==> config.mk <==
export PLATFORM = sky130hd
export DESIGN_NAME = button_event_decoder
export DESIGN_NICKNAME = d
export VERILOG_FILES = /design/src/rtl/button_event_decoder.sv
export SDC_FILE = /design/constraint.sdc
export NUM_CORES = 1
export LEC_CHECK = 0
export CORE_ASPECT_RATIO = 2
export CORE_MARGIN = 4
export CORE_UTILIZATION = 52
export DETAILED_ROUTE_END_ITERATION = 10
export HOLD_SLACK_MARGIN = 0.06
export PLACE_DENSITY_LB_ADDON = 0.08
export REMOVE_ABC_BUFFERS = 1
export SLEW_MARGIN = 20
export SYNTH_ARGS = -nofsm -noshare
export SYNTH_HDL_FRONTEND = slang
export SYNTH_SLANG_ARGS = --single-unit
==> constraint.sdc <==
create_clock -name i_clk -period 5.8 [get_ports i_clk]
set_input_delay 0.58 -clock i_clk [delete_from_list [all_inputs] [get_ports i_clk]]
set_output_delay 0.58 -clock i_clk [all_outputs]
set_load 0.1 [all_outputs]
==> src/rtl/button_event_decoder.sv <==
// Purpose : turns a debounced button level into one-cycle short / long / repeat / double-click pulses.
// Latency : every pulse is registered and appears one cycle after the edge that decides it.
// Backpressure: none; the events are fire-and-forget pulses and the consumer must take them as they come.
// Ports   : i_clk, i_rst (synchronous, active-high); i_in = debounced level, 1 = pressed;
//           o_short / o_long / o_repeat / o_double = mutually exclusive event pulses;
//           o_busy = high whenever the FSM is outside IDLE (combinational decode of the state).
module button_event_decoder #(
  parameter int p_long   = 50_000_000,
  parameter int p_gap    = 12_500_000,
  parameter int p_repeat = 10_000_000
) (
  input  logic i_clk,
  input  logic i_rst,
  input  logic i_in,
  output logic o_short,
  output logic o_long,
  output logic o_repeat,
  output logic o_double,
  output logic o_busy
);

  // One counter is shared by every timed state, so it is sized for the largest interval.
  localparam int max_lg = (p_long > p_gap) ? p_long : p_gap;
  localparam int max_all = (max_lg > p_repeat) ? max_lg : p_repeat;
  localparam int cw = $clog2(max_all + 1);

  localparam logic [cw-1:0] long_last = cw'(p_long - 1);
  localparam logic [cw-1:0] gap_last = cw'(p_gap - 1);
  localparam logic [cw-1:0] rep_last = (p_repeat == 0) ? '0 : cw'(p_repeat - 1);
  localparam logic [cw-1:0] cnt_one = cw'(1);

  typedef enum logic [2:0] {
    IDLE     = 3'd0,
    PRESS1   = 3'd1,
    WAIT2    = 3'd2,
    HELD     = 3'd3,
    WAIT_REL = 3'd4
  } state_t;

  state_t state, state_nxt;
  logic [cw-1:0] l_count, count_nxt;
  logic short_nxt, long_nxt, repeat_nxt, double_nxt;

  always_ff @(posedge i_clk) begin
    if (i_rst) begin
      state    <= IDLE;
      l_count  <= '0;
      o_short  <= 1'b0;
      o_long   <= 1'b0;
      o_repeat <= 1'b0;
      o_double <= 1'b0;
    end else begin
      state    <= state_nxt;
      l_count  <= count_nxt;
      o_short  <= short_nxt;
      o_long   <= long_nxt;
      o_repeat <= repeat_nxt;
      o_double <= double_nxt;
    end
  end

  always_comb begin
    state_nxt  = state;
    count_nxt  = l_count;
    short_nxt  = 1'b0;
    long_nxt   = 1'b0;
    repeat_nxt = 1'b0;
    double_nxt = 1'b0;
    case (state)
      IDLE: begin
        count_nxt = '0;
        if (i_in) state_nxt = PRESS1;
      end
      PRESS1: begin
        if (i_in && l_count == long_last) begin
          state_nxt = HELD;
          count_nxt = '0;
          long_nxt  = 1'b1;
        end else if (!i_in) begin
          state_nxt = WAIT2;
          count_nxt = '0;
        end else begin
          count_nxt = l_count + cnt_one;
        end
      end
      WAIT2: begin
        // A second press on the same edge as gap expiry still counts as a double click.
        if (i_in) begin
          state_nxt  = WAIT_REL;
          count_nxt  = '0;
          double_nxt = 1'b1;
        end else if (l_count == gap_last) begin
          state_nxt = IDLE;
          count_nxt = '0;
          short_nxt = 1'b1;
        end else begin
          count_nxt = l_count + cnt_one;
        end
      end
      HELD: begin
        if (!i_in) begin
          state_nxt = IDLE;
          count_nxt = '0;
        end else if (p_repeat != 0) begin
          if (l_count == rep_last) begin
            count_nxt  = '0;
            repeat_nxt = 1'b1;
          end else begin
            count_nxt = l_count + cnt_one;
          end
        end
      end
      WAIT_REL: begin
        // Second press of a double click: wait for release only, no long detection.
        count_nxt = '0;
        if (!i_in) state_nxt = IDLE;
      end
      default: begin
        state_nxt = IDLE;
        count_nxt = '0;
      end
    endcase
  end

  assign o_busy = (state != IDLE);

endmodule
==> flow_summary.json <==
{
  "relSlewSlack_pct": 32.7,
  "required_ns": 5.22,
  "period_share_pct": 45.2,
  "grt.total_usage_pct": 20.7,
  "wire_per_inst_um": 16.8,
  "grt_max_degree": 27,
  "viasPerCell": 6.46,
  "period_minus_slack_ns": 2.62,
  "area_growth_pct": 8.86,
  "finalWeightedCongestion": 0.835,
  "antenna_left": 0,
  "leakage_nw": 0.487,
  "ctsResizeCount": 0,
  "holdBufCountCts": 0,
  "path_class": "flop to output port",
  "grt_use_met2_pct": 36.2,
  "syn_inst": 183,
  "drt_iter0_drc": 42,
  "num_rows": 28,
  "clock_sinks": 33,
  "worstSkewPairLatency_ns": 0.28,
  "fp.dieH_um": 87.0,
  "grt_use_met1_pct": 19.3,
  "antenna_cells": 0,
  "path_max_fanout": 8,
  "cp-start-kind": "flop",
  "synth_area_mm2": 0.00162,
  "cts.clk_slew.worst_paths_ns": 0.07,
  "coreArea_mm2": 0.00298,
  "finalWirelength_um": 3690,
  "synth_cell_types": 32,
  "numCtsBuffers": 5,
  "cp.arrival_ns": 2.04,
  "port_buffers": 7,
  "syn_avg_cell_area_um2": 8.87,
  "io_pins": 8,
  "drc": 0,
  "vias": 1414,
  "finish.net_count": 194,
  "antenna_found_initial": 0,
  "ir_worst_vdd_uv": 197,
  "grt_pass1_wl_um": 6150,
  "finalHoldViolations": 0,
  "start_util_pct": 54.5,
  "synth_top_area_cell": "dfxtp_1",
  "worst_pin_slew_ns": 1.00,
  "cts-root-buf": "clkbuf_8",
  "holdCritPathClass": "flop to flop",
  "max_freq_mhz": 381,
  "seq_area_frac_synth_pct": 40.7,
  "tns_ns": 0,
  "postSynthRegisterBits": 33,
  "power_density_mw_per_mm2": 237,
  "drive_gt1_share_pct": 5.82,
  "gr-total-overflow": 0,
  "post_cts_buffers": 0,
  "globalRoute.busiestLayer": "met2",
  "status": "finished, final reports clean",
  "cap_violations": 0,
  "synth_top_area_share_pct": 40.7,
  "grt_use_met3_pct": 5.80,
  "yosys-top-cells-area": "dfxtp_1 41%, xnor2_1 9.2%, a21oi_1 7.4%",
  "cts_tree": "built",
  "holdWs_ns": 0.540,
  "final-max-slew-violation-count": 0,
  "clock_path_buffers": 2,
  "drt_pass1_iterations": 4,
  "die_x_um": 47.5,
  "cp-end-kind": "output port",
  "fin_worst_skew_ns": 0.00722,
  "grt_pass1_vias": 1446,
  "dp.final_hpwl_um": 2680,
  "ys.warnings.count": 0,
  "setup_viol": 0,
  "htree_levels": 2,
  "grt_setup_unrepaired": "false",
  "dieArea_mm2": 0.00414
}
-- registers in the layout, indices dropped and copies added (netlist names) --
register  flops
l_count      26
o_repeat      1
o_short       1
o_double      1
o_long        1
state         3
-- routing by layer --
metal  part of all wire, %  up-vias
met3                   4.8       21
met4                   5.0        0
met2                    55       58
met1                    35      657
met5                     0        -
li1                      -      678
-- cells by family (layout without fill, tap and decap cells) --
| kind of cell | after synthesis | after routing | synth area share [%] |
|---|---|---|---|
| xor gates and xnor gates | 25 | 25 | 13.5 |
| and+or+nand+nor | 83 | 83 | 29.6 |
| AOI/OAI and AO/OA | 30 | 30 | 11.2 |
| buffers and inverters | 10 | 16 | 3.54 |
| adders and majority gates | 2 | 2 | 1.54 |
| DFF | 33 | 33 | 40.7 |
-- layout by cell type, fill, tap and decap left out, types with 8 or more instances in the layout --
| cell | synthesis | final |
|---|---|---|
| nor2_1 | 8 | 8 |
| nand2_1 | 10 | 10 |
| xnor2_1 | 17 | 17 |
| nand4_1 | 13 | 13 |
| nor3_1 | 12 | 12 |
| a21oi_1 | 24 | 24 |
| xor2_1 | 8 | 8 |
| nand3_1 | 11 | 11 |
| dfxtp_1 | 33 | 33 |
-- synthesized netlist by cell type --
| cell | instances |
|---|---|
| a211oi_1 | 1 |
| a21boi_0 | 1 |
| a21o_1 | 1 |
| a21oi_1 | 24 |
| a21oi_2 | 2 |
| a22oi_4 | 1 |
| and2_1 | 1 |
| and3_1 | 2 |
| and4_1 | 2 |
| buf_2 | 4 |
| buf_6 | 2 |
| clkbuf_1 | 2 |
| dfxtp_1 | 33 |
| ha_1 | 2 |
| inv_1 | 2 |
| nand2_1 | 10 |
| nand2b_1 | 2 |
| nand3_1 | 11 |
| nand4_1 | 13 |
| nor2_1 | 8 |
| nor2b_1 | 3 |
| nor3_1 | 12 |
| nor3b_1 | 2 |
| nor4_1 | 7 |
| nor4_2 | 2 |
| nor4b_1 | 2 |
| or3_1 | 3 |
| or4_1 | 1 |
| or4b_1 | 1 |
| or4bb_1 | 1 |
| xnor2_1 | 17 |
| xor2_1 | 8 |
-- layout make-up --
type                            instances  area [um^2]
Fill cell                             275         1210
Multi-Input combinational cell        140          906
Tap cell                               30         37.5
Clock buffer                            7         86.3
Timing Repair Buffer                    7         70.1
Sequential cell                        33          661
Inverter                                2         7.51
-- final timing paths --
path,from,end,slack [ns],cells after the start
worst min-delay path,l_count[0],l_count[0],0.54,1
worst max-delay path,state[2],o_busy,3.18,2
worst max register to register,l_count[0],l_count[1],3.29,6
worst min register to register,l_count[0],l_count[0],0.54,1
-- stage by stage --
step	std cells	power, mW	instance area, um^2	utilization, %	setup WS, ns
floorplan	175	0.246	1570	-	3.74
global placement	212	0.251	1680	56.5	3.35
detailed placement	212	0.252	1680	56.5	3.30
CTS	219	0.422	1770	59.4	3.17
global route	219	0.437	1770	59.4	3.07
finish	219	0.419	1770	59.4	3.18
-- power by group --
group,switching [mW],internal (mW)
logic,0.0115,0.00495
registers,0.00223,0.228
clock network,0.0783,0.0940
-- worst max-delay path: stages (launching register included) --
cell	delay [ns]
dfxtp_1	0.48
or3_1	0.16
clkdlybuf4s50_1	1.12
Power figures use the tool's default switching activity.
==> variant 1: new RTL, same flow settings <==
The parameter `p_long` goes from 50_000_000 to 100_000_000.
--- a/src/rtl/button_event_decoder.sv
+++ b/src/rtl/button_event_decoder.sv
@@ -5,7 +5,7 @@
 //           o_short / o_long / o_repeat / o_double = mutually exclusive event pulses;
 //           o_busy = high whenever the FSM is outside IDLE (combinational decode of the state).
 module button_event_decoder #(
-  parameter int p_long   = 50_000_000,
+  parameter int p_long   = 100_000_000,
   parameter int p_gap    = 12_500_000,
   parameter int p_repeat = 10_000_000
 ) (
Check against the original RTL: no difference found for any inputs over 10 cycles, from zero or initial values and one cycle with i_rst high; that may be too few to reach the edited logic, so the function may still have changed.
==> variant 1 against the original RTL <==
Register-to-register slack got worse by 200 ps. Worst setup slack got worse by 82 ps. Area after synthesis rose by 0.92%. Sequential cell count rose by 1. Combinational power fell by 5%. Routed wire length fell by 12%. Design area rose by 1.8%. Total power rose by 2.1%. Maximum frequency fell by 3.0%. Synthesized cell count rose by 2.7%. Largest power group unchanged.
==> variant 1: results (changes against the original RTL) <==
Place
  • Place WS: 3090 ps (-216 ps)
  • DP Wirelength: 2490 um (-7.0%)
  • Number of port buffers: 7 (unchanged)
  • GP Congestion: 0.876 (+4.8%)

Setup path
  • Max stage delay on crit path: 560 ps (-560 ps)
  • Worst-path maximum fanout: 26 (+18)
  • CP Data Arrival Time: 2880 ps (+840 ps)
  • Reg2reg path depth: 6 (unchanged)
  • Beginning of the critical path: l_count[0]
  • Slowest-stage cell, CP: or4_4

Routing
  • Met2 routed WL: 1800 um (-11%)
  • Initial DRC Count: 17 (-60%)
  • Via count: 1329 (-6.0%)
  • Drt wl/cell: 14.3 um (-15%)
  • Drt first pass iters: 4 (unchanged)
  • DRT met1 WL: 1300 um (-0.61%)
  • Top Metal Used: met4
  • Length of routed met3 wiring: 96 um (-46%)

Finish
  • Layout cell share with drive strength beyond 1: 8.12% (+2.3 points)
  • Biggest regs: l_count (27), state (3)
  • Fill cells: 297 (+8.0%)
  • Final nets: 200 (+3.1%)

CTS
  • Num CTS Buffers: 5 (unchanged)
  • H-tree Lvls: 2 (unchanged)
  • Clock root buffer: clkbuf_8
  • Setup Buffers After CTS: 0 (unchanged)
  • Worst-Skew Late Latency: 280 ps (about the same)
  • Clock buffer depth: 2 (unchanged)
  • Post-CTS Resized: 0 (unchanged)
  • Clock slew at reported path FFs: ~60 ps

STA
  • Clock skew: 7.85 ps (+0.629 ps)
  • Least-Margin Pin Slew: 966 ps (-33.8 ps)

Synthesis
  • Synth warn: 0 (unchanged)
  • Asr flop ratio synth: 0% (unchanged)
  • Main synth FF type: dfxtp_1
  • Post-synth top cells: nor2_1, dfxtp_1, nand3_1
  • Number of distinct library cells after synthesis: 36 (+13%)
  • Sequential cell area fraction in the yosys report: 41.5% (+0.85 points)
  • Dominant cells by area after synthesis: dfxtp_1, nor2_1, xnor2_1

Global route
  • Met3 capacity usage during global routing: 5.18% (-0.62 points)
  • First-pass GRT wire length: 5730 um (-6.8%)
  • Initial antenna violation count: 0 (unchanged)
  • Met2 Usage GRT: 32.0% (-4.2 points)
  • Largest net degree at the start of global routing: 27 (unchanged)
  • Total GRT Usage: 18.8% (-1.9 points)
  • Routing usage on met1: 21.4% (+2.1 points)

Outcome
  • Status: finished, final reports clean

Min path
  • Hold Crit Start: l_count[0]

Power and ir drop
  • VDD IR-drop max: 0.190 mV (-3.4%)
  • P_leak: 0.000534 uW (+9.6%)
variant 1: changes by cell type in the layout (fill, tap and decap cells not counted), moves of 3 or more:
cell	change
nor2_1	+27
nand3b_1	+4
nand4_1	-7
xnor2_1	-3
nand3_1	+5
a21oi_1	-22
variant 1: path summary, 6_finish.rpt:
kind | end | slack [ps]
min reg2reg | l_count[0] | 490
min | l_count[0] | 490
max | l_count[24] | 3090
max reg2reg | l_count[24] | 3090
variant 1: cells by family (layout without fill, tap and decap cells):
family | Yosys count | count (layout) | share of synthesized area, %
simple gates | 113 | 113 | 37.5
buf+inv | 7 | 16 | 2.59
compound gates | 9 | 9 | 4.81
xor+xnor | 24 | 24 | 12.8
flops | 34 | 34 | 41.5
fa+ha+maj | 1 | 1 | 0.763
variant 1: metrics by stage:
step,area [sq um],util [%],instances,hold slack [ps],total power (uW)
after floorplan,1600,-,182,437,253
after global placement,1710,56.7,219,451,258
after detailed placement,1710,56.7,219,474,258
after CTS,1800,59.7,227,488,433
after global routing,1800,59.7,227,533,446
final,1800,59.7,227,487,428
variant 1: worst max-delay path: cells and delay by family, from the launching register on:
family / cells / cell delay, ps
flip-flops: 1 / 390
adder cells (fa/ha/maj): 1 / 220
AO/OA/AOI/OAI: 2 / 800
AND/OR/NAND/NOR: 3 / 1180
variant 1: layout make-up:
type / instances / area share, %
clock inverters: 1 / 0.278
repair buffers: 7 / 3.89
clock buffers: 7 / 4.80
flip-flops and latches: 34 / 37.8
well taps: 30 / 2.09
multi-input cells: 147 / 50.9
inverters: 1 / 0.209
variant 1: report_power, final:
part           total, uW  switching (uW)  leakage, uW  internal (uW)
clock                175            79.4    0.0000482           95.6
combinational       15.6            10.5     0.000212           5.07
sequential           237            2.29     0.000274            235
total                428            92.2     0.000534            335
==> variant 2: new RTL, same flow settings <==
Without the edit above. Re-encode `state_t` (5 states) as one-hot, 5 bits wide.
--- a/src/rtl/button_event_decoder.sv
+++ b/src/rtl/button_event_decoder.sv
@@ -29,12 +29,12 @@
   localparam logic [cw-1:0] rep_last = (p_repeat == 0) ? '0 : cw'(p_repeat - 1);
   localparam logic [cw-1:0] cnt_one = cw'(1);
 
-  typedef enum logic [2:0] {
-    IDLE     = 3'd0,
-    PRESS1   = 3'd1,
-    WAIT2    = 3'd2,
-    HELD     = 3'd3,
-    WAIT_REL = 3'd4
+  typedef enum logic [4:0] {
+    IDLE     = 5'b00001,
+    PRESS1   = 5'b00010,
+    WAIT2    = 5'b00100,
+    HELD     = 5'b01000,
+    WAIT_REL = 5'b10000
   } state_t;
 
   state_t state, state_nxt;
Check against the original RTL: same outputs for any inputs over 10 cycles, from zero or initial values and one cycle with i_rst high; not proved beyond that.
==> variant 2 against the original RTL <==
Register-to-register slack got worse by 160 ps. Die area increased by 4.8%. Sequential cell count increased by 2. Cell count increased by 11%. Clock skew decreased by 3.6 ps. Worst setup slack got worse by 100 ps. Routed wire length increased by 6.0%. Area after synthesis increased by 5.5%. Global-route usage decreased by 0.53 points. Design area increased by 7.0%. Synthesized cell count increased by 10%. Largest cell class unchanged.
Power is not compared: it rests on default switching activity, and its combinational part moved more than twofold at a synthesized area within 25%.
==> variant 2: results (changes against the original RTL) <==
STA
  • Clock skew: 3.61 ps (-3.61 ps)
  • Least-Margin Pin Slew: 1180 ps (+179 ps)
  • Final WS setup: 3070 ps (-103 ps)
  • Fin Hold WS: 470 ps (-70.3 ps)

Routing
  • Met2 routed WL: 2240 um (+11%)
  • Length of routed met3 wiring: 149 um (-16%)
  • Drt wl/cell: 16.1 um (-4.1%)
  • DRT met1 WL: 1270 um (-2.5%)
  • Top Metal Used: met4
  • Vias per cell: 6.07 (-6.0%)
  • Drt total wl: 3910 um (+6.0%)
  • Initial DRC Count: 39 (-7.1%)

Setup path
  • FF-to-FF End: l_count[23]
  • Max stage delay on crit path: 1150 ps (+30 ps)
  • Slowest-stage cell, CP: clkdlybuf4s50_1
  • Reg2reg path depth: 6 (unchanged)
  • Worst-path maximum fanout: 7 (-1)
  • Beginning of the critical path: state[4]
  • CP Data Arrival Time: 2150 ps (+110 ps)
  • Crit path capture type: output pin

Power and ir drop
  • P_leak: about 0.00057 uW
  • Clock network power share: 38.7%
  • Power Sequential: between 200 and 300 uW

Place
  • GP Congestion: 0.852 (+2.0%)
  • Placed cell areas: 1790 sq um (+6.5%)
  • DP Cell Count: 234 (+10%)
  • DP Wirelength: 2990 um (+11%)

Finish
  • Fill cells: 285 (+3.6%)
  • Layout cell share with drive strength beyond 1: 9.00% (+3.2 points)
  • Final nets: 214 (+10%)
  • Final instance area: 1890 sq um (+7.0%)
  • ANT cells: 0 (unchanged)
  • Biggest regs: l_count (26), state (5)

Global route
  • Routing usage on met1: 17.1% (-2.2 points)
  • Vias in the first global route: 1514 (+4.7%)
  • Met2 Usage GRT: 38.2% (+2.0 points)
  • Met3 capacity usage during global routing: 4.51% (-1.3 points)
  • Total GRT Usage: 20.1% (-0.53 points)
  • First-pass GRT wire length: 6660 um (+8.3%)

Synthesis
  • Number of distinct library cells after synthesis: 37 (+16%)
  • Asr flop ratio synth: 0% (unchanged)
  • Cells after Synth: 202 (+10%)
  • Sequential cell area fraction in the yosys report: 40.9% (+0.20 points)
  • Dominant cells by area after synthesis: dfxtp_1, nor2_1, xor2_1
  • Post-synth top cells: nor2_1, dfxtp_1, nand3_1, xor2_1, nand2_1

CTS
  • # hold bufs at CTS: 0 (unchanged)
  • Clock root buffer: clkbuf_8

Outcome
  • Status: finished, final reports clean
## variant 2: cell families after synthesis
kind of cell               count (synthesis)  share of synthesized area [%]
AOI/OAI and AO/OA                         17                           7.30
buffers and inverters                     11                           3.28
and+or+nand+nor                          113                           35.0
DFF                                       35                           40.9
adders and majority gates                  1                          0.730
xor gates and xnor gates                  25                           12.8
## variant 2: cell type report
cell class	count	area, sq um	area share [%]
Multi-Input combinational cell	156	963	50.9
Timing Repair Buffer	7	70.1	3.70
Sequential cell	35	701	37.0
Tap cell	31	38.8	2.05
Inverter	5	18.8	0.992
Clock buffer	8	100	5.29
## variant 2: worst reg2reg max path, delay by kind of cell, from the launching register on
family / cells / cell delay, ps
AOI/OAI and AO/OA: 2 / 1020
and+or+nand+nor: 3 / 870
DFF: 1 / 370
adders and majority gates: 1 / 240
